File: src/rtl/cmp_lgez_seq.sv
// Multi-cycle wide-word comparator: walks two latched operands MSB-first, one
// p_CHUNK slice per cycle, through CmpLgezNBit and folds the per-slice codes.

module CmpLgezNBit #(
   parameter int p_N    = 4,
   parameter int p_NMOS = 1
) (
   input  logic [p_N-1:0] iv_x,
   input  logic [p_N-1:0] iv_y,
   output logic           o_rx,
   output logic           o_ry
);
   if (p_NMOS != 0 && p_NMOS != 1) begin : g_bad_nmos
      $error("CmpLgezNBit: p_NMOS must be 0 or 1");
   end

   // {rx,ry}: 00 both zero, 11 equal non-zero, 01 x<y, 10 x>y (unsigned)
   always_comb begin
      o_rx = 1'b0;
      o_ry = 1'b0;
      if (iv_x == iv_y) begin
         o_rx = |iv_x;
         o_ry = |iv_x;
      end else if (iv_x < iv_y) begin
         o_ry = 1'b1;
      end else begin
         o_rx = 1'b1;
      end
   end
endmodule

module cmp_lgez_seq #(
   parameter int p_WIDTH      = 16,
   parameter int p_CHUNK      = 4,
   parameter int p_EARLY_EXIT = 0,
   parameter int p_NMOS       = 1
) (
   input  logic               i_clk,
   input  logic               i_rst_n,
   input  logic               i_start,
   input  logic [p_WIDTH-1:0] iv_x,
   input  logic [p_WIDTH-1:0] iv_y,
   output logic               o_ready,
   output logic               o_busy,
   output logic               o_valid,
   output logic               o_rx,
   output logic               o_ry
);
   if (p_CHUNK < 1 || (p_WIDTH % p_CHUNK) != 0 || p_WIDTH < 1) begin : g_bad_cfg
      $error("cmp_lgez_seq: p_WIDTH must be a positive multiple of p_CHUNK");
   end

   localparam int N  = p_WIDTH / p_CHUNK;
   localparam int CW = (N > 1) ? $clog2(N) : 1;

   typedef enum logic [1:0] {S_IDLE = 2'd0, S_RUN = 2'd1, S_DONE = 2'd2} state_t;

   state_t                         r_state;
   logic [p_WIDTH-1:0]             r_x, r_y;
   logic [CW-1:0]                  r_cnt;
   logic [1:0]                     r_acc;
   logic                           r_ready, r_busy, r_valid, r_rx, r_ry;

   logic [N-1:0][p_CHUNK-1:0]      w_xs, w_ys;
   logic [p_CHUNK-1:0]             w_xk, w_yk;
   logic                           w_crx, w_cry;
   logic [1:0]                     w_c, w_acc_nxt;
   logic                           w_last;

   assign w_xs = r_x;
   assign w_ys = r_y;
   assign w_xk = w_xs[r_cnt];
   assign w_yk = w_ys[r_cnt];

   CmpLgezNBit #(.p_N(p_CHUNK), .p_NMOS(p_NMOS)) u_cmp (
      .iv_x (w_xk),
      .iv_y (w_yk),
      .o_rx (w_crx),
      .o_ry (w_cry)
   );

   assign w_c = {w_crx, w_cry};

   // A decided 01/10 is sticky; 00 slices never overwrite an earlier 11.
   always_comb begin
      w_acc_nxt = r_acc;
      if (r_acc != 2'b01 && r_acc != 2'b10 && w_c != 2'b00)
         w_acc_nxt = w_c;
   end

   assign w_last = (r_cnt == '0) ||
                   ((p_EARLY_EXIT != 0) && (w_acc_nxt[1] != w_acc_nxt[0]));

   always_ff @(posedge i_clk) begin
      if (!i_rst_n) begin
         r_state <= S_IDLE;
         r_x     <= '0;
         r_y     <= '0;
         r_cnt   <= '0;
         r_acc   <= 2'b00;
         r_ready <= 1'b1;
         r_busy  <= 1'b0;
         r_valid <= 1'b0;
         r_rx    <= 1'b0;
         r_ry    <= 1'b0;
      end else begin
         r_valid <= 1'b0;
         case (r_state)
            S_IDLE: begin
               if (i_start) begin
                  r_x     <= iv_x;
                  r_y     <= iv_y;
                  r_acc   <= 2'b00;
                  r_cnt   <= CW'(N - 1);
                  r_state <= S_RUN;
                  r_ready <= 1'b0;
                  r_busy  <= 1'b1;
               end
            end
            S_RUN: begin
               r_acc <= w_acc_nxt;
               if (w_last) begin
                  r_state <= S_DONE;
                  r_busy  <= 1'b0;
                  r_valid <= 1'b1;
                  r_rx    <= w_acc_nxt[1];
                  r_ry    <= w_acc_nxt[0];
               end else begin
                  r_cnt <= r_cnt - 1'b1;
               end
            end
            S_DONE: begin
               r_state <= S_IDLE;
               r_ready <= 1'b1;
            end
            default: begin
               r_state <= S_IDLE;
               r_ready <= 1'b1;
               r_busy  <= 1'b0;
            end
         endcase
      end
   end

   assign o_ready = r_ready;
   assign o_busy  = r_busy;
   assign o_valid = r_valid;
   assign o_rx    = r_rx;
   assign o_ry    = r_ry;
endmodule

File: config.mk
export PLATFORM = sky130hd
export DESIGN_NAME = cmp_lgez_seq
export DESIGN_NICKNAME = d
export VERILOG_FILES = /design/src/rtl/cmp_lgez_seq.sv
export SDC_FILE = /design/constraint.sdc
export NUM_CORES = 1
export LEC_CHECK = 0
export CORE_MARGIN = 2
export CORE_UTILIZATION = 50
export CTS_CLUSTER_DIAMETER = 60
export DETAILED_ROUTE_END_ITERATION = 12
export PLACE_DENSITY = 0.79
export SLEW_MARGIN = 0
export SYNTH_ARGS = -nofsm -noshare
export SYNTH_HDL_FRONTEND = slang
export SYNTH_SLANG_ARGS = --single-unit
File: constraint.sdc
create_clock -name i_clk -period 7.3 [get_ports i_clk]
set_input_delay 1.095 -clock i_clk [delete_from_list [all_inputs] [get_ports i_clk]]
set_output_delay 1.095 -clock i_clk [all_outputs]
set_load 0.1 [all_outputs]
==> results of run 1 <==
==> stage by stage <==
step	power [mW]	utilization	cell area [µm²]	instances
after floorplan	0.374	-	1890	221
after global placement	0.413	0.627	2300	296
after detailed placement	0.416	0.627	2300	296
after CTS	0.558	0.649	2380	304
after global routing	0.584	0.649	2380	304
final	0.553	0.649	2380	304
==> logic make-up (layout without fill, tap and decap cells) <==
logic type / count (synthesis) / count (layout) / synth area share
AO/OA/AOI/OAI: 48 / 48 / 0.142
XOR/XNOR: 1 / 1 / 0.00463
flip-flops: 43 / 43 / 0.455
buffers and inverters: 23 / 58 / 0.0496
multiplexers: 8 / 8 / 0.107
adder cells (fa/ha/maj): 5 / 5 / 0.0331
AND/OR/NAND/NOR: 93 / 93 / 0.208
==> cell usage in the layout, fill, tap and decap left out, drive strengths merged, types with 2 or more instances in the layout <==
master / count
nand3: 5
mux4: 8
inv: 10
clkbuf: 7
nor2: 7
o21ai: 3
nand2b: 3
clkdlybuf4s50: 39
a211oi: 2
nor3: 3
or2: 2
nand2: 67
ha: 5
dfxtp: 43
a21oi: 36
==> power breakdown <==
part	total, mW	leakage (nW)	internal [mW]	switching (mW)
Clock	0.143	0.0422	0.0671	0.0758
Sequential	0.271	0.353	0.254	0.0164
Combinational	0.139	0.540	0.0601	0.0794
Total	0.553	0.935	0.381	0.172
==> final cells by class <==
cell class              instances  area (µm²)
fillers                       327        1280
inverters                      10        37.5
repair buffers                 40         398
clock buffers                   7        76.3
well taps                      48        60.1
clock inverters                 1        5.00
flip-flops and latches         43         861
multi-input cells             155         940
==> flip-flops by register name, summed over array words and instances, names as in the netlist <==
signal,cells
r_x,16
r_y,16
r_acc,2
r_cnt,2
r_state,2
o_busy,1
o_ready,1
o_rx,1
o_ry,1
o_valid,1
==> final timing paths <==
path,startpoint,end,slack (ns),depth (start not counted)
worst min register to register,r_x[1],r_x[1],0.45,2
worst max-delay path,i_rst_n,o_ry,4.34,5
worst min-delay path,r_x[1],r_x[1],0.45,2
worst max register to register,r_cnt[0],o_ry,4.57,6
==> tightest hold or removal path: stages (launching register included) <==
cell and delay [ns]:
dfxtp_1 0.31, nand2_1 0.05, a21oi_1 0.05
==> per-layer routing <==
metal	up-vias	GRT usage
li1	827	-
met1	706	0.221
met2	32	0.337
met3	9	0.0565
met4	0	0.0781
met5	-	0
==> metrics.txt, run 1 <==
Min-Delay Path Class register to register; largest net degree at the start of global routing 40; Resized Gates After CTS 0; area grow syn2layout 25.7%; ys async rst share 0; CP Cell Sequence clkdlybuf4s50_1 -> inv_1 -> or2_2 -> a2111oi_1 -> a311o_1; status complete, no violations; initial core utilization 0.517; vias after detailed routing around 1600; Largest delay share family, worst path buffers and inverters; Synth Register Bits 43; Crit-path slowest cell clkdlybuf4s50_1; Yosys top cell by area dfxtp_1; Worst Tran Pin Value 1.12 ns; CP required 7.54 ns; WL met1 around 1700 µm; maximum vdd ir drop 0.161 mV; layout cells sized above 1 0.0508; setup ws final 4.34 ns; cts bufs inserted 5; top cells by area, synth dfxtp_1, nand2_1, a21oi_1; Syn. warnings 0; DRT Pass-1 Iters 4; total grt overflow 0; vias in the first global route 1494; worst path bufs/invs 2; total I/O pin count 40; Final #Nets 295; die area 4290 µm²; worst slack at placement 4.03 ns; DRT iter0 DRCs 45; top_reg_cell synth dfxtp_1; clock root buffer clkbuf_8; Die Height 65.5 µm; Power Density between 200 and 250 nW/µm²; RSZ-0062 raised after global routing false; Routed Antenna Nets 0; hold slack 0.453 ns; Worst-path clk slew 0.08 ns; WL/cell 11.9 µm; # rows 22; Leak Pwr 0.935 nW; Worst Clk Skew 0.00456 ns; Tot GR Track Use 0.193; initial antenna violation count 0; Port Buffers 39; ant diodes 0; fin. max-slew vios 0; Setup Buffers After CTS 0; most common cell in the netlist nand2_1; gp weighted congestion 0.701; HPWL after DPL roughly 2500 µm; final setup violation count 0; synth cell count leaders nand2_1, dfxtp_1, a21oi_1; synthesized area per cell 8.56 µm²; setup TNS 0 ns; first-pass GRT wire length ~6300 µm; startpoint types primary input; Crit Path Class primary input to register; period utilization 0.405; core area between 3000 and 4000 µm²; total wire length 3610 µm; syn_nets 261; Crit path arrival time 3.20 ns; # hold bufs at CTS 0; Slew headroom 0.255; drt drc 0; uppermost layer routed met4; Clock Latency Late Sink approximately 0.29 ns; vias per cell 5.18; DR WL met2 1740 µm; post-synth top area share 0.455; Post-synth EDFFs 0; maxcap violations 0; Die Width 65.5 µm; CTS tree yes; Seq/Total Area, Yosys 0.455; H-tree lvl count 2; Syn Inst Count 221; Max Clk Rate 338 MHz; final hold violations 0; Critical Path Fanout Max 39; clock buffer depth 2; Met3 Wirelength about 140 µm; CP max stage delay 0.54 ns; clk sink count 43; Final min period 2.96 ns; kind of end point of the critical path register; mapped cell area 1890 µm²; Netlist cell types 32
Note: power is estimated with default switching activity, not from simulation.
==> run 2: changes to the inputs <==
--- a/config.mk
+++ b/config.mk
@@ -6,10 +6,10 @@
 export NUM_CORES = 1
 export LEC_CHECK = 0
 export CORE_MARGIN = 2
-export CORE_UTILIZATION = 50
+export CORE_UTILIZATION = 45
 export CTS_CLUSTER_DIAMETER = 60
 export DETAILED_ROUTE_END_ITERATION = 12
-export PLACE_DENSITY = 0.79
+export PLACE_DENSITY = 0.75
 export SLEW_MARGIN = 0
 export SYNTH_ARGS = -nofsm -noshare
 export SYNTH_HDL_FRONTEND = slang
==> constraint.sdc (replaced) <==
create_clock -name i_clk -period 2.4 [get_ports i_clk]
set_input_delay 0.36 -clock i_clk [delete_from_list [all_inputs] [get_ports i_clk]]
set_output_delay 0.36 -clock i_clk [all_outputs]
set_load 0.1 [all_outputs]
==> run 2 against run 1 <==
- register-to-register slack worse by 4.5 ns
- power rose to 3.6 times the previous value
- sequential cell count unchanged
- hold slack worse by 0.0011 ns
- critical path depth grew 2
- routed wire length rose by 5.8%
- via count up 2.6%
- cell area up 6.0%
- global-route usage decreased by 0.89 points
- cell count is 3.6% higher
- non-clock buffer count up 9
- critical path type is now register to register
- highest routed layer unchanged
==> metrics.txt, run 2 (synthesis gave the netlist of run 1 again) <==
status complete, no violations; Final min period 2.33 ns; Min-Delay Path Class register to register; clock share of power 0.330; Worst Hold Launch r_x[12]; vias per cell 5.13; Finished Core Util 0.625; kind of end point of the critical path register; Comb pwr share 0.254; # hold bufs at CTS 0; Die Width 68.8 µm; CTS tree yes; Final #Nets between 300 and 400; fin area ~2500 µm²; vias after detailed routing 1615; Crit Path Class register to register; Tot GR Track Use 0.184; ant diodes 0; DRT Pass-1 Iters 4; Worst Tran Pin Value 0.590 ns; Slew headroom 0.607; initial core utilization 0.470; Seq pwr share 0.416; Worst Clk Skew 0.00212 ns; reg2reg start r_cnt[0]; clock buffer depth 2; final hold violations 0; H-tree lvl count 2; switching pwr 0.564 mW; Worst-path clk slew 0.08 ns; die area 4740 µm²; commonest non-fill, non-tap cells in the layout nand2_1, dfxtp_1, a21oi_1, clkdlybuf4s50_1, buf_4; Clock Latency Late Sink around 0.30 ns; layout cells sized above 1 0.117; # rows 23; period utilization 0.969; maxcap violations 0; area grow syn2layout 33.2%; total I/O pin count 40; hold path depth 2; final setup violation count 0; HPWL after DPL 2690 µm; cts bufs inserted 5; fin. max-slew vios 0; leading cell type in the layout, fill and taps excluded nand2_1; Reg2Reg Setup Slack between 0.07 and 0.08 ns; DRT iter0 DRCs 81; WL/cell 12.1 µm; total grt overflow 0; Setup Buffers After CTS 0; Routed Antenna Nets 0; setup TNS 0 ns; Placed Area 2350 µm²; core area 4030 µm²; clock root buffer clkbuf_8; Max Clk Rate 430 MHz; maximum vdd ir drop 0.442 mV; Internal Power 1.41 mW; initial antenna violation count 0; sw frac 0.285; terminus of the critical flop-to-flop path o_ry; gp weighted congestion 0.808; hold endpoint r_x[12]; Regs by FF count r_x (16), r_y (16); Critical Path Fanout Max 8; reg2reg path depth 7; Die Height 68.8 µm; RSZ-0062 raised after global routing true; startpoint types register; worst slack at placement -0.122 ns; drt drc 0; Power Density slightly below 800 nW/µm²; total wire length between 3000 and 4000 µm; Leak Pwr 1.02 nW; Port Buffers 39; first-pass GRT wire length 6490 µm; CP required roughly 2.7 ns; clk sink count 43; setup ws final 0.0733 ns; Crit path arrival time 2.57 ns; largest net degree at the start of global routing 39; Power, Total 1.98 mW; vias in the first global route 1472
[run 2: worst max-delay path by stage]
stage | from | end | depth (start not counted)
finish | r_cnt[0] | o_ry | 7
global route | r_cnt[0] | o_ry | 7
CTS | r_cnt[0] | o_ry | 7
detailed placement | r_cnt[0] | o_ry | 7
global placement | r_cnt[0] | o_ry | 7
floorplan | r_cnt[0] | o_ry | 7
[run 2: stage by stage]
stage	hold slack, ns	cells
floorplan	0.432	221
global placement	0.440	307
detailed placement	0.445	307
CTS	0.456	315
global route	0.470	315
finish	0.452	315
[run 2: power by group through the flow]
stage                     combinational [mW]  clock [mW]  sequential [mW]
after detailed placement               0.464           0            0.835
final                                  0.502       0.653            0.822
after floorplan                        0.254           0            0.884
after CTS                              0.466       0.665            0.820
after global routing                   0.550       0.692            0.831
after global placement                 0.458           0            0.834
[run 2: what timing repair did]
item,CTS,global route
endpoints found under the setup margin,2,1
pin swaps,0,6
resized for setup,2,5
[run 2: metal layers]
layer	global-route usage	up-vias	wire, µm
met5	0	-	0
met4	0.0441	0	42
met3	0.0649	6	182
met2	0.303	27	1810
met1	0.232	735	1790
li1	-	847	-
[run 2: layout make-up]
type                            count  area (µm²)
Clock buffer                        6        72.6
Timing Repair Buffer               49         457
Tap cell                           50        62.6
Clock inverter                      2        60.1
Inverter                           10        37.5
Multi-Input combinational cell    155         966
Sequential cell                    43         865
Fill cell                         393        1510
[run 2: critical path, stage by stage, from the launching register on]
cell and delay [ns]:
dfxtp_4 0.42, mux4_2 0.54, ha_1 0.32, nor2b_1 0.14, o211ai_1 0.26, nand2_2 0.14
a2111oi_4 0.30, a311o_1 0.15
==> run 3: changes to the inputs <==
==> config.mk (replaced) <==
export PLATFORM = sky130hd
export DESIGN_NAME = cmp_lgez_seq
export DESIGN_NICKNAME = d
export VERILOG_FILES = /design/src/rtl/cmp_lgez_seq.sv
export SDC_FILE = /design/constraint.sdc
export NUM_CORES = 1
export LEC_CHECK = 0
export CELL_PAD_IN_SITES_DETAIL_PLACEMENT = 1
export CELL_PAD_IN_SITES_GLOBAL_PLACEMENT = 1
export CORE_MARGIN = 2
export CORE_UTILIZATION = 35
export CTS_BUF_LIST = sky130_fd_sc_hd__clkbuf_2
export CTS_CLUSTER_DIAMETER = 60
export DETAILED_ROUTE_END_ITERATION = 12
export PLACE_DENSITY_LB_ADDON = 0.1
export SYNTH_ARGS = -nofsm -noshare
export SYNTH_HDL_FRONTEND = slang
export SYNTH_SLANG_ARGS = --single-unit
==> run 3 against run 2 <==
- register-to-register slack worse by 0.04 ns
- critical path depth rose by 1
- highest routed layer unchanged
- combinational power up 13%
- clock power shrank 55%
- critical path type unchanged
- cell area fell by 0.35%
==> metrics.txt, run 3 (synthesis gave the netlist of run 1 again) <==
Final min period 2.37 ns; Critical Path Fanout Max 6; HPWL after DPL roughly 3100 µm; fin. max-slew vios 0; hold slack 0.469 ns; die area 6010 µm²; Min-Delay Path Class register to register; Multi-input gate area about 1000 µm²; Slew headroom 0.567; maximum vdd ir drop 0.286 mV; kind of end point of the critical path register; clock root buffer clkbuf_2; drt drc 0; Placed Area about 2400 µm²; initial core utilization 0.366; vias in the first global route 1688; final hold violations 0; CP required around 2.7 ns; Die Width 77.5 µm; Tot GR Track Use 0.156; core area a little over 5000 µm²; RSZ-0062 raised after global routing true; Power Density 670 nW/µm²; vias after detailed routing 1666; ant diodes 0; Port Buffers 39; DRT iter0 DRCs 9; status complete, no violations; Crit Path Class register to register; final setup violation count 0; WL/cell around 13 µm; Crit path arrival time 2.67 ns; Worst Tran Pin Value 0.649 ns; Leak Pwr roughly 0.99 nW; startpoint types register; CTS tree yes; Regs by FF count r_x (16), r_y (16); Final #Nets 308; layout cells sized above 1 0.152; area grow syn2layout 32.7%; total I/O pin count 40; clock buffer depth 2; cts bufs inserted 5; DRT Pass-1 Iters 4; final-layout fill cell count 619; Power, Total 1.68 mW; commonest non-fill, non-tap cells in the layout nand2_1, dfxtp_1, a21oi_1, clkdlybuf4s50_1, buf_4; Routed Antenna Nets 0; initial antenna violation count 0; gp weighted congestion roughly 0.78; Register Area 865 µm²; Clock Latency Late Sink about 0.40 ns; vias per cell 4.91; first-pass GRT wire length 7600 µm; period utilization 0.986; Die Height roughly 78 µm; leading cell type in the layout, fill and taps excluded nand2_1; # rows 26; largest net degree at the start of global routing 39; fin area approximately 2500 µm²; Max Clk Rate between 400 and 500 MHz; H-tree lvl count 2; Finished Core Util 0.485; clk sink count between 40 and 50; maxcap violations 0; total grt overflow 0; Worst Clk Skew 0.0129 ns; Worst-path clk slew 0.21 ns; total wire length 4520 µm
## run 3: changes by cell type in the layout (fill, tap and decap cells not counted), moves of 2 or more
cell       previous run  this run
bufinv_16             2         0
mux4_1                6         4
ha_1                  5         3
clkinv_1              0         2
buf_4                14        17
clkbuf_2              0         5
mux4_2                2         4
a21oi_1              36        34
ha_4                  0         2
clkbuf_8              5         0
a21oi_2               0         2
## run 3: what timing repair did
item | in CTS | in global routing
hold buffers | 0 | 0
buffers inserted | 3 | 2
pin swaps | 0 | 8
setup endpoints to repair | 4 | 4
resized for setup | 6 | 10
hold endpoints to repair | 0 | 0
## run 3: critical path: stages (launching register included)
cell	delay, ns
dfxtp_4	0.44
mux4_2	0.54
ha_1	0.32
nor2b_1	0.13
o211ai_1	0.26
buf_4	0.16
nand3_1	0.13
a31oi_1	0.19
o21ai_0	0.10
## run 3: routing by layer
metal  global-route usage  wire length [µm]  up-vias  part of all wire
met4               0.0536                56        0             0.012
met5                    0                 0        -                 0
met3               0.0314               114        5             0.025
met1                0.193              2180      790              0.48
li1                     -                 -      848                 -
met2                0.270              2170       23              0.48
## run 3: final timing paths
check	end	slack [ns]	cells after the start	startpoint
worst max-delay path	o_rx	0.03	8	r_cnt[0]
worst max register to register	o_rx	0.03	8	r_cnt[0]
worst min-delay path	r_x[4]	0.47	2	r_x[4]
worst min register to register	r_x[4]	0.47	2	r_x[4]
## run 3: power breakdown
group / switching, mW / internal (mW) / total, mW
Clock: 0.229 / 0.0649 / 0.294
Combinational: 0.304 / 0.262 / 0.566
Sequential: 0.0485 / 0.775 / 0.824
Total: 0.581 / 1.10 / 1.68
## run 3: stage by stage
| stage | setup TNS [ns] | std cells | setup slack, ns |
|---|---|---|---|
| 2_1_floorplan | 0 | 221 | 0.0812 |
| 3_3_place_gp | -0.293 | 326 | -0.183 |
| 3_5_place_dp | -0.525 | 326 | -0.267 |
| 4_1_cts | 0 | 337 | 0.0109 |
| 5_1_grt | -0.130 | 339 | -0.0463 |
| 6_report | 0 | 339 | 0.0338 |
## run 3: area by class of cell
class                   instances  area share
clock buffers                   5     0.00997
clock inverters                 3     0.00598
inverters                      10      0.0149
multi-input cells             155       0.395
flip-flops and latches         43       0.344
well taps                      70      0.0349
repair buffers                 53       0.195
